File: src/rtl/tow_pkg.sv
// rtl/tow_pkg.sv - shared tug-of-war types, winner codes and seven-segment table
package tow_pkg;

  typedef enum logic [1:0] {
    PLAY       = 2'd0,
    HOLD       = 2'd1,
    CLEAR      = 2'd2,
    MATCH_OVER = 2'd3
  } match_state_t;

  localparam logic [1:0] WINNER_NONE = 2'b00;
  localparam logic [1:0] WINNER_P1   = 2'b01;
  localparam logic [1:0] WINNER_P2   = 2'b10;

  // Active-low segments {g,f,e,d,c,b,a}; shared with the other HEX drivers on the board.
  localparam logic [6:0] SEG_DIGIT [0:7] = '{
    7'b1000000, 7'b1111001, 7'b0100100, 7'b0110000,
    7'b0011001, 7'b0010010, 7'b0000010, 7'b1111000
  };

endpackage

File: src/rtl/match_controller_if.sv
// rtl/match_controller_if.sv - round-result inputs and display outputs of the match sequencer
interface match_controller_if;
  logic       win_p1;
  logic       win_p2;
  logic       start;
  logic       round_reset;
  logic       match_over;
  logic [1:0] winner;
  logic [6:0] hex_p1;
  logic [6:0] hex_p2;

  modport master (
    output win_p1, win_p2, start,
    input  round_reset, match_over, winner, hex_p1, hex_p2
  );

  modport slave (
    input  win_p1, win_p2, start,
    output round_reset, match_over, winner, hex_p1, hex_p2
  );
endinterface

File: src/rtl/seg7_digit.sv
// rtl/seg7_digit.sv - 3-bit value to active-low seven-segment pattern
module seg7_digit
  import tow_pkg::*;
(
  input  logic [2:0] i_digit,
  output logic [6:0] o_seg
);

  assign o_seg = SEG_DIGIT[i_digit];

endmodule

File: src/rtl/match_controller.sv
// rtl/match_controller.sv - best-of-N match sequencer: scores, winner hold, playfield clear
module match_controller
  import tow_pkg::*;
#(
  parameter int WINS_TO_MATCH = 3,
  parameter int HOLD_CYCLES   = 4
) (
  input  logic               clk,
  input  logic               reset_n,
  match_controller_if.slave  bus
);

  localparam logic [2:0]  W_TARGET    = 3'(WINS_TO_MATCH);
  localparam logic [15:0] W_HOLD_LAST = 16'(HOLD_CYCLES - 1);

  match_state_t r_state;
  logic [2:0]   r_score_p1;
  logic [2:0]   r_score_p2;
  logic [15:0]  r_hold_cnt;
  logic         r_round_reset;
  logic         r_match_over;
  logic [1:0]   r_winner;

  logic       w_p1_only;
  logic       w_p2_only;
  logic       w_draw;
  logic [2:0] w_p1_inc;
  logic [2:0] w_p2_inc;

  assign w_p1_only = bus.win_p1 & ~bus.win_p2;
  assign w_p2_only = bus.win_p2 & ~bus.win_p1;
  assign w_draw    = bus.win_p1 & bus.win_p2;
  // Saturate at the target so a score can never wrap past it.
  assign w_p1_inc  = (r_score_p1 >= W_TARGET) ? r_score_p1 : r_score_p1 + 3'd1;
  assign w_p2_inc  = (r_score_p2 >= W_TARGET) ? r_score_p2 : r_score_p2 + 3'd1;

  always_ff @(posedge clk or negedge reset_n) begin
    if (!reset_n) begin
      r_state       <= PLAY;
      r_score_p1    <= 3'd0;
      r_score_p2    <= 3'd0;
      r_hold_cnt    <= 16'd0;
      r_round_reset <= 1'b0;
      r_match_over  <= 1'b0;
      r_winner      <= WINNER_NONE;
    end else begin
      r_round_reset <= 1'b0;
      case (r_state)
        PLAY: begin
          if (w_draw) begin
            r_winner      <= WINNER_NONE;
            r_round_reset <= 1'b1;
            r_state       <= CLEAR;
          end else if (w_p1_only) begin
            r_score_p1 <= w_p1_inc;
            r_winner   <= WINNER_P1;
            r_hold_cnt <= 16'd0;
            if (w_p1_inc == W_TARGET) begin
              r_match_over <= 1'b1;
              r_state      <= MATCH_OVER;
            end else begin
              r_state <= HOLD;
            end
          end else if (w_p2_only) begin
            r_score_p2 <= w_p2_inc;
            r_winner   <= WINNER_P2;
            r_hold_cnt <= 16'd0;
            if (w_p2_inc == W_TARGET) begin
              r_match_over <= 1'b1;
              r_state      <= MATCH_OVER;
            end else begin
              r_state <= HOLD;
            end
          end
        end
        HOLD: begin
          // round_reset and the cleared winner are registered on the way into CLEAR
          // so they line up exactly with the CLEAR cycle.
          if (r_hold_cnt == W_HOLD_LAST) begin
            r_winner      <= WINNER_NONE;
            r_round_reset <= 1'b1;
            r_state       <= CLEAR;
          end else begin
            r_hold_cnt <= r_hold_cnt + 16'd1;
          end
        end
        CLEAR: begin
          r_state <= PLAY;
        end
        MATCH_OVER: begin
          if (bus.start) begin
            r_score_p1    <= 3'd0;
            r_score_p2    <= 3'd0;
            r_winner      <= WINNER_NONE;
            r_match_over  <= 1'b0;
            r_round_reset <= 1'b1;
            r_state       <= CLEAR;
          end
        end
        default: begin
          r_state <= PLAY;
        end
      endcase
    end
  end

  assign bus.round_reset = r_round_reset;
  assign bus.match_over  = r_match_over;
  assign bus.winner      = r_winner;

  seg7_digit u_hex_p1 (
    .i_digit (r_score_p1),
    .o_seg   (bus.hex_p1)
  );

  seg7_digit u_hex_p2 (
    .i_digit (r_score_p2),
    .o_seg   (bus.hex_p2)
  );

endmodule

File: src/flat_wrapper.sv
// flat-port wrapper written by rule: the top's interface ports become plain ports
module match_controller_flat import tow_pkg::*;
#(
  parameter int WINS_TO_MATCH = 3,
  parameter int HOLD_CYCLES   = 4
)
  (clk, reset_n, bus_win_p1, bus_win_p2, bus_start, bus_round_reset, bus_match_over, bus_winner, bus_hex_p1, bus_hex_p2);
  match_controller_if bus_i ();
  input  logic clk;
  input  logic reset_n;
  input wire logic [$bits(bus_i.win_p1)-1:0] bus_win_p1;
  input wire logic [$bits(bus_i.win_p2)-1:0] bus_win_p2;
  input wire logic [$bits(bus_i.start)-1:0] bus_start;
  output wire logic [$bits(bus_i.round_reset)-1:0] bus_round_reset;
  output wire logic [$bits(bus_i.match_over)-1:0] bus_match_over;
  output wire logic [$bits(bus_i.winner)-1:0] bus_winner;
  output wire logic [$bits(bus_i.hex_p1)-1:0] bus_hex_p1;
  output wire logic [$bits(bus_i.hex_p2)-1:0] bus_hex_p2;
  assign bus_i.win_p1 = bus_win_p1;
  assign bus_i.win_p2 = bus_win_p2;
  assign bus_i.start = bus_start;
  assign bus_round_reset = bus_i.round_reset;
  assign bus_match_over = bus_i.match_over;
  assign bus_winner = bus_i.winner;
  assign bus_hex_p1 = bus_i.hex_p1;
  assign bus_hex_p2 = bus_i.hex_p2;
  match_controller #(.WINS_TO_MATCH(WINS_TO_MATCH), .HOLD_CYCLES(HOLD_CYCLES)) u_core (.clk(clk), .reset_n(reset_n), .bus(bus_i));
endmodule
File: config.mk
export PLATFORM = sky130hd
export DESIGN_NAME = match_controller_flat
export DESIGN_NICKNAME = d
export VERILOG_FILES = /design/src/rtl/tow_pkg.sv /design/src/rtl/match_controller_if.sv /design/src/rtl/seg7_digit.sv /design/src/rtl/match_controller.sv /design/src/flat_wrapper.sv
export SDC_FILE = /design/constraint.sdc
export NUM_CORES = 1
export LEC_CHECK = 0
export ABC_AREA = 0
export ABC_CLOCK_PERIOD_IN_PS = 2300
export CORE_MARGIN = 2
export CORE_UTILIZATION = 55
export CTS_BUF_LIST = sky130_fd_sc_hd__clkbuf_16
export CTS_CLUSTER_SIZE = 30
export DETAILED_ROUTE_END_ITERATION = 12
export PLACE_DENSITY = 0.78
export REMOVE_ABC_BUFFERS = 1
export SYNTH_ARGS = -nofsm -noshare
export SYNTH_HDL_FRONTEND = slang
export SYNTH_SLANG_ARGS = --single-unit
File: constraint.sdc
create_clock -name clk -period 2.3 [get_ports clk]
set_input_delay 0.345 -clock clk [delete_from_list [all_inputs] [get_ports clk]]
set_output_delay 0.345 -clock clk [all_outputs]
set_load 0.01 [all_outputs]
# == After elaboration in Yosys (flattened, before gate mapping) ==
# Memory sizes are Yosys's and may differ from the RTL's.
# Cells that the tools add are included.
# totals
register_bits,28
rom_bits,112
inputBits,5
word_cells,94
mem_count,2
# memory_table
name,words,width,read_ports,rd_ports_with_merged_regs,wr,line_no,text
(name not given),8,7,1,0,0,seg7_digit.sv:9,assign o_seg = SEG_DIGIT[i_digit];
(name not given),8,7,1,0,0,seg7_digit.sv:9,
# classes
n_addsub,3
n_lt_le_gt_ge,4
eq_ne,17
muxes,44
bitwise,7
n_reduce_logical,10
# op_table
cell,count
$mux W16,4
$pmux W16 S2,1
$mux W7,4
$mux W2,12
$mux W3,8
$add A16 B1 Y16 const B,1
$eq A16 B2 Y1 const B,1
$pmux W3 S2,2
$reduce_and A4 Y1,3
$mux W1,9
$ge A4 B4 Y1 const B,2
$ne A2 B2 Y1 const B,4
$not A3 Y4,2
$pmux W2 S4,1
$add A3 B1 Y3 const B,2
$eq A3 B2 Y1 const B,2
$ge A3 B2 Y1 const B,2
$ne A2 B1 Y1 const B,3
$ne A3 B1 Y1 const B,2
$pmux W2 S3,1
$reduce_and A6 Y1,1
$reduce_and A5 Y1,1
$eq A2 B2 Y1 const B,2
$ne A4 B1 Y1 const B,1
10 further kinds,14

# == Logic depth before layout (Yosys ltp) ==
# logic_depth
ltp_word,8
depth_mapped,7
ltp_nobuf,6

# == Modules after synthesis ==
# Synthesis repeated with hierarchy kept, for this count alone.
# unflattened
hier_cells,223
hier_area_um2,2010.7
# modules_own_cells
module,instances,cells_per_inst,area_each_um2,seq_area_each_um2
match_controller,1,185,1705.4,700.7
seg7_digit,2,19,152.6,0.0

# == Worst setup path after synthesis ==
# No wires, ideal clock.
# synth_timing
path_type,input to register
start,in bus_win_p2
end,reg u_core.r_hold_cnt[11]
setup_ns,0.123
arrival_time_ns,1.720
required_ns,2.177
slack_ns,0.457
stages,6
path_buffers,1
path_cell_list,ha_1 o21bai_1 a211o_1 clkbuf_1 o31a_2 a2bb2oi_1
# synth_via
elab_chain_len,5
word_cells_on_any_way,10
# synth_lines
element,line_no,text
from (decl),flat_wrapper.sv:12,input wire logic [$bits(bus_i.win_p2)-1:0] bus_win_p2;
$not A1 Y1,match_controller.sv:30,assign w_p1_only = bus.win_p1 & ~bus.win_p2;
$and A1 B1 Y1,match_controller.sv:30,
$mux W16,match_controller.sv:54,end else if (w_p1_only) begin
$mux W16,match_controller.sv:50,if (w_draw) begin
$pmux W16 S2,match_controller.sv:48,case (r_state)
to (signal assigned),match_controller.sv:84,r_hold_cnt <= r_hold_cnt + 16'd1;
to (decl),match_controller.sv:19,logic [15:0] r_hold_cnt;
# Parallel ways exist; a longest one is shown, timed or not. The select of a mux whose other input is x is not followed.
# A chain may end at the register's enable or synchronous reset.

# == Final worst setup path ==
# layout_timing
start,reg u_core.r_score_p1[0]
end,out bus_hex_p1[3]
# layout_via
elab_chain_len,4
# layout_lines
element,line_no,text
from (decl),match_controller.sv:17,logic [2:0] r_score_p1;
from (signal assigned),match_controller.sv:55,r_score_p1 <= w_p1_inc;
$not A3 Y4 (implied by the code),seg7_digit.sv:9,
$mem_v2 Z8 W7,--,
$mux W7 (implied by the code) (2 in a row),seg7_digit.sv:9,
to (decl),flat_wrapper.sv:17,output wire logic [$bits(bus_i.hex_p1)-1:0] bus_hex_p1;
# No other way between the ends. The select of a mux whose other input is x is not followed.

==> impl_metrics.csv <==
group,metric,value,unit
logic_synthesis,syn_inst,213,
critical_path,worstPathCellList,"inv_2, ha_1, o21ai_0, clkdlybuf4s50_1",
route,drtAntennaViolNets,0,
final_layout,antenna_cells,0,
clocking,cts_buffer_depth,2,
die,die_area,3830,sq um
timing,fmax,458,MHz
logic_synthesis,ys.flop_type,"dfrtp_1",
grt,grt_max_degree,29,
power,cellLeakagePower,0.965,nW
die,io_pins,23,
grt,grt_pass1_vias,1405,
logic_synthesis,ys_ff_latch,28,
critical_path,cp-start-kind,"flop",
critical_path,crit_fanout,8,
critical_path,reg2regPathDepth,6,
timing,final.setup.tns,0,ps
route,viasPerCell,5.62,
clocking,tritoncts,"yes",
critical_path,cpPeakStageDelay,560,ps
grt,grt_use_met2,0.332,
critical_path,regToRegStartpoint,"u_core.r_score_p1[0]$_DFFE_PN0P_",
logic_synthesis,ys_types,50,
logic_synthesis,syn_area,1850,sq um
critical_path,r2r-end,"u_core.bus.match_over$_DFFE_PN0P_",
final_layout,fin_area,2250,sq um
timing,finalWorstSetupSlack,118,ps
critical_path,critical_path_required,1960,ps
placement,gp_congestion,0.934,
grt,grt.met1_usage,0.349,
critical_path,r2r_setup_slack,390,ps
grt,grt-ovfl-total,0,
logic_synthesis,synth-async-reset-ratio,1.00,
final_layout,multiInputGateArea,1050,sq um
route,drc,0,
clocking,cts_buffers,3,
final_layout,fillCellCount,270,
placement,port_buffers,22,
timing,setup_viol,0,
status,run_status,"finished clean",
clocking,path_clk_slew,70,ps
logic_synthesis,syn_avg_cell_area,8.66,sq um
critical_path,crit_slowest_cell,"clkdlybuf4s50_1",
timing,period_share,0.949,
route,drt-wirelength-per-cell,13.4,microns
grt,busiest_layer,"met1",
timing,whs,456,ps
power,powerDensity,1140,nW/um^2
grt,grt_pass1_wl,6490,microns
die,dieWidth,61.9,microns
timing,relSlewSlack,0.742,
logic_synthesis,yosysSeqAreaShare,0.380,
die,die_h,61.9,microns
placement,dp_slack,-47.2,ps
final_layout,drive_gt1_frac,0.124,
logic_synthesis,synth_edf_count,0,
timing,worstMarginPinSlew,383,ps
clocking,cts-root-buf,"clkbuf_16",
die,num_rows,21,
final_layout,final_cell_mix,"dfrtp_1 (25), clkdlybuf4s50_1 (22), a21oi_1 (19), nand2_1 (17)",
route,vias,1613,
critical_path,crit_type,"flop to output port",
final_layout,areaGrowthSynthToFinish,22.1,%
critical_path,setup.worst_path.start,"u_core.r_score_p1[0]$_DFFE_PN0P_",
timing,finalMaxSlewViolations,0,
flow_run,max_cap_viol_count,0,
hold_path,hold_class,"primary input to async pin",
die,initial_core_util,0.562,
logic_synthesis,ys_warn_count,0,
final_layout,final_common_cell,"dfrtp_1",
timing,grt_setup_unrepaired,"false",
final_layout,nets,263,
grt,grt_util_all_layers,0.226,
route,drtIter0Drc,62,
timing,hold_viol,0,
route,wirelength,3850,microns
timing,fin_skew,2.43,ps
critical_path,cp-end-kind,"output port",
grt,grt_antenna_before_repair,0,
power,max-vdd-ir-drop,0.556,mV
clocking,clock_sinks,28,
final_layout,register_area,704,sq um
grt,met3_usage,0.0248,
timing,min_period,2180,ps
clocking,insertion_delay,260,ps
die,coreArea,3280,sq um
placement,hpwlAfterDp,2920,microns
placement,dpl_cell_area,2170,sq um
critical_path,critPathCapture,"bus_hex_p1[3]",
route,first_pass_iters,4,
critical_path,crit_arrival,1840,ps
clocking,htreeDepth,1,
==> metrics by stage <==
step	std cells	total power (W)	utilization
final	287	0.00256	0.686
after detailed placement	283	0.00216	0.661
after CTS	287	0.00256	0.685
after global placement	283	0.00214	0.661
after floorplan	204	0.00155	-
after global routing	287	0.00279	0.686
==> how the worst min path moves through the flow <==
stage | depth (start not counted) | to | slack, ps | startpoint
after global routing | 2 | u_core.r_hold_cnt[6]$_DFFE_PN0P_ | 490 | reset_n
after CTS | 2 | u_core.bus.winner[0]$_DFFE_PN0P_ | 470 | reset_n
after global placement | 1 | u_core.bus.winner[1]$_DFFE_PN0P_ | 500 | u_core.bus.winner[1]$_DFFE_PN0P_
after floorplan | 0 | u_core.bus.match_over$_DFFE_PN0P_ | 50 | reset_n
after detailed placement | 1 | u_core.bus.winner[1]$_DFFE_PN0P_ | 500 | u_core.bus.winner[1]$_DFFE_PN0P_
final | 2 | u_core.r_hold_cnt[5]$_DFFE_PN0P_ | 460 | reset_n
==> power by group <==
group / switching (W) / internal, W / total (W)
sequential: 0.000200 / 0.000629 / 0.000828
clock: 0.000161 / 0.000233 / 0.000394
combinational: 0.000645 / 0.000693 / 0.00134
==> sequential cells by signal, summed over array words and instances, names as in the netlist <==
signal / flops
u_core.r_hold_cnt: 16
u_core.r_state: 2
u_core.r_score_p2: 3
u_core.bus.round_reset: 1
u_core.bus.match_over: 1
u_core.bus.winner: 2
u_core.r_score_p1: 3
==> cells by family (layout without fill, tap and decap cells) <==
family / count (synthesis) / in the layout / share of synthesized area
fa+ha+maj: 16 / 16 / 0.108
mux: 3 / 3 / 0.0176
compound gates: 55 / 55 / 0.185
simple gates: 84 / 84 / 0.248
flops: 28 / 28 / 0.380
buf+inv: 25 / 53 / 0.0515
xor+xnor: 2 / 2 / 0.00949
==> worst max-delay path, delay by kind of cell, from the launching register on <==
| family | cells | cell delay, ps |
|---|---|---|
| flops | 1 | 430 |
| buf+inv | 2 | 640 |
| fa+ha+maj | 1 | 310 |
| compound gates | 1 | 190 |
==> cell type report <==
class                      instances  area share
tap                               46      0.0255
inverter                          16      0.0267
multi-input combinational        160       0.466
clock inverter                     1     0.00167
clock buffer                       3      0.0333
timing repair buffer              33       0.134
sequential                        28       0.313
==> synthesized netlist by cell type, types with 2 or more instances <==
cell type | count | area (sq um)
nor2b_1 | 4 | 25.0
a211oi_1 | 2 | 15.0
or4_1 | 2 | 15.0
dfrtp_1 | 28 | 701
nor2_1 | 15 | 56.3
xnor2_1 | 2 | 17.5
or3_1 | 8 | 50.1
o21ai_0 | 16 | 80.1
nand3b_1 | 2 | 15.0
mux2_2 | 2 | 22.5
clkbuf_1 | 7 | 26.3
nand2_1 | 17 | 63.8
a2bb2oi_1 | 2 | 17.5
a21oi_1 | 19 | 95.1
ha_1 | 16 | 200
nor4_1 | 6 | 37.5
nor3_1 | 5 | 25.0
inv_1 | 16 | 60.1
nand4_1 | 3 | 18.8
o31ai_1 | 2 | 15.0
nand3_1 | 10 | 50.1
==> per-layer routing <==
metal,vias up,share of wire
li1,832,-
met1,747,0.52
met2,29,0.44
met3,5,0.030
met4,0,0.013
met5,-,0
==> what timing repair did <==
item,in CTS,in global routing
buffers inserted,0,0
endpoints found under the setup margin,1,3
gates cloned,0,0
hold buffers,0,0
resized for setup,1,4
(Power assumes the default switching activity.)
==> RTL edit: new RTL, same settings <==
The 4 states of `match_state_t` get a one-hot encoding in 4 bits.
--- a/src/rtl/tow_pkg.sv
+++ b/src/rtl/tow_pkg.sv
@@ -1,11 +1,11 @@
 // rtl/tow_pkg.sv - shared tug-of-war types, winner codes and seven-segment table
 package tow_pkg;
 
-  typedef enum logic [1:0] {
-    PLAY       = 2'd0,
-    HOLD       = 2'd1,
-    CLEAR      = 2'd2,
-    MATCH_OVER = 2'd3
+  typedef enum logic [3:0] {
+    PLAY       = 4'b0001,
+    HOLD       = 4'b0010,
+    CLEAR      = 4'b0100,
+    MATCH_OVER = 4'b1000
   } match_state_t;
 
   localparam logic [1:0] WINNER_NONE = 2'b00;
Formal check against the unedited RTL: no difference found for any inputs over 10 cycles, from zero or initial values and one cycle with reset_n low; not proved beyond that.
==> RTL edit against the original RTL <==
  * Cell area rose by 9.4%
  * Combinational power rose by 15%
  * Total power rose by 15%
  * Die area rose by 6.8%
  * Routed wire length rose by 10%
  * First-iteration DRC count rose by 69%
  * Global-route usage rose by 0.44 points
  * Clock skew rose by 0.0040 ns
  * Sequential cell count rose by 2
  * Via count rose by 7.1%
  * Setup slack got worse by 0.017 ns
  * Register-to-register slack got worse by 0.19 ns
  * Area after synthesis rose by 7.3%
  * Critical path type unchanged
==> RTL edit: results <==
export IMPL_drive_above_1_share=0.130
export IMPL_worst_slew_pin_slew_ns=0.397
export IMPL_outcome="finished clean"
export IMPL_peakVddDrop_mv=0.698
export IMPL_yosysSeqAreaShare=0.380
export IMPL_synth_cell_types=44
export IMPL_synth_async_reset_ratio=1.00
export IMPL_cts_buffer_depth=2
export IMPL_fin_worst_skew_ns=0.00643
export IMPL_grt_max_degree=31
export IMPL_htree_levels=2
export IMPL_cp_arrival_ns=1.85
export IMPL_synth_xor_xnor_area_share=0
export IMPL_hold_path_class="input port to asynchronous set/reset pin"
export IMPL_dp_hpwl_um=3030
export IMPL_cts_made_buffers=5
export IMPL_track_usage=0.231
export IMPL_antenna_found_initial=0
export IMPL_synthAdderAreaFrac=0.107
export IMPL_antenna_cells=0
export IMPL_p_leak_nw=1.10
export IMPL_final_area_um2=2460
export IMPL_synth_compound_area_share=0.188
export IMPL_fillCellCount=242
export IMPL_drt_iter0_drc=105
export IMPL_muxShareOfSynthArea=0.0316
export IMPL_grt_pass1_vias=1625
export IMPL_synth_area_top_cells="dfrtp_1, ha_1, o21ai_0"
export IMPL_routed_wire_length_per_instance_um=14.1
export IMPL_crit_fanout=7
export IMPL_io_buffers=22
export IMPL_top_regs="u_core.r_hold_cnt: 16 flops, u_core.r_state: 4 flops"
export IMPL_path_clk_slew_ns=0.05
export IMPL_synth_common_cells="dfrtp_1, nand2_1, o21ai_0"
export IMPL_clock_latency_ns=0.27
export IMPL_yosys_warnings=0
export IMPL_routabilityCongestion=0.821
export IMPL_pre_cts_ws_ns=0.0802
export IMPL_nets=275
export IMPL_firstDrtPassIters=4
export IMPL_root_buffer="clkbuf_16"
export IMPL_ys_flop_type="dfrtp_1"
export IMPL_swShare=0.379
export IMPL_grt_pass1_wl_um=7350
export IMPL_place_area_um2=2320
export IMPL_synth_top_family_by_area="simple AND/OR/NAND/NOR gates"
export IMPL_hold_viol=0
export IMPL_vias=1728
RTL edit: power by group through the flow:
stage	clock network [mW]	logic [mW]	registers (mW)
after floorplan	0	0.813	0.833
after global placement	0	1.48	0.802
after detailed placement	0	1.52	0.808
after CTS	0.619	1.52	0.806
after global routing	0.641	1.72	0.819
final	0.607	1.54	0.800
RTL edit: stage by stage:
step	hold slack, ns	std cells
floorplan	0.0494	211
detailed placement	0.474	291
CTS	0.470	299
global route	0.498	300
finish	0.463	300
global placement	0.471	291
RTL edit: per-layer routing:
layer | routed length, um | global-route usage
met2 | 2020 | 0.363
met1 | 1990 | 0.305
met3 | 167 | 0.0475
met5 | 0 | 0
met4 | 52 | 0.103
RTL edit: logic make-up (layout without fill, tap and decap cells):
kind of cell	after synthesis	count (layout)
AND/OR/NAND/NOR	85	85
buffers and inverters	16	55
adder cells (fa/ha/maj)	17	17
flip-flops	30	30
multiplexers	6	6
AO/OA/AOI/OAI	61	61
RTL edit: final cells by class:
class,count,share of cell area
clock inverters,3,0.00508
inverters,12,0.0183
repair buffers,35,0.129
well taps,46,0.0234
multi-input cells,169,0.467
flip-flops and latches,30,0.307
clock buffers,5,0.0508
RTL edit: what timing repair did:
action,CTS,global route
gates resized for setup,1,3
gates cloned,0,0
buffers inserted,0,1
setup endpoints to repair,1,3
RTL edit: path summary, 6_finish.rpt:
check	start	end	slack [ns]	depth (start not counted)
max	u_core.r_score_p1[1]	bus_hex_p1[3]	0.10	4
min	reset_n	u_core.bus.match_over	0.46	2
max reg2reg	u_core.r_state[3]	u_core.r_hold_cnt[11]	0.20	5
min reg2reg	u_core.r_hold_cnt[15]	u_core.r_hold_cnt[15]	0.49	1
max in group asynchronous	reset_n	u_core.r_state[0]	1.51	2
min in group clk	u_core.r_hold_cnt[15]	u_core.r_hold_cnt[15]	0.49	1
RTL edit: worst max-delay path: stages (launching register included):
cell,delay (ns)
dfrtp_2,0.45
inv_1,0.13
ha_1,0.29
o21ai_0,0.16
clkdlybuf4s50_1,0.55
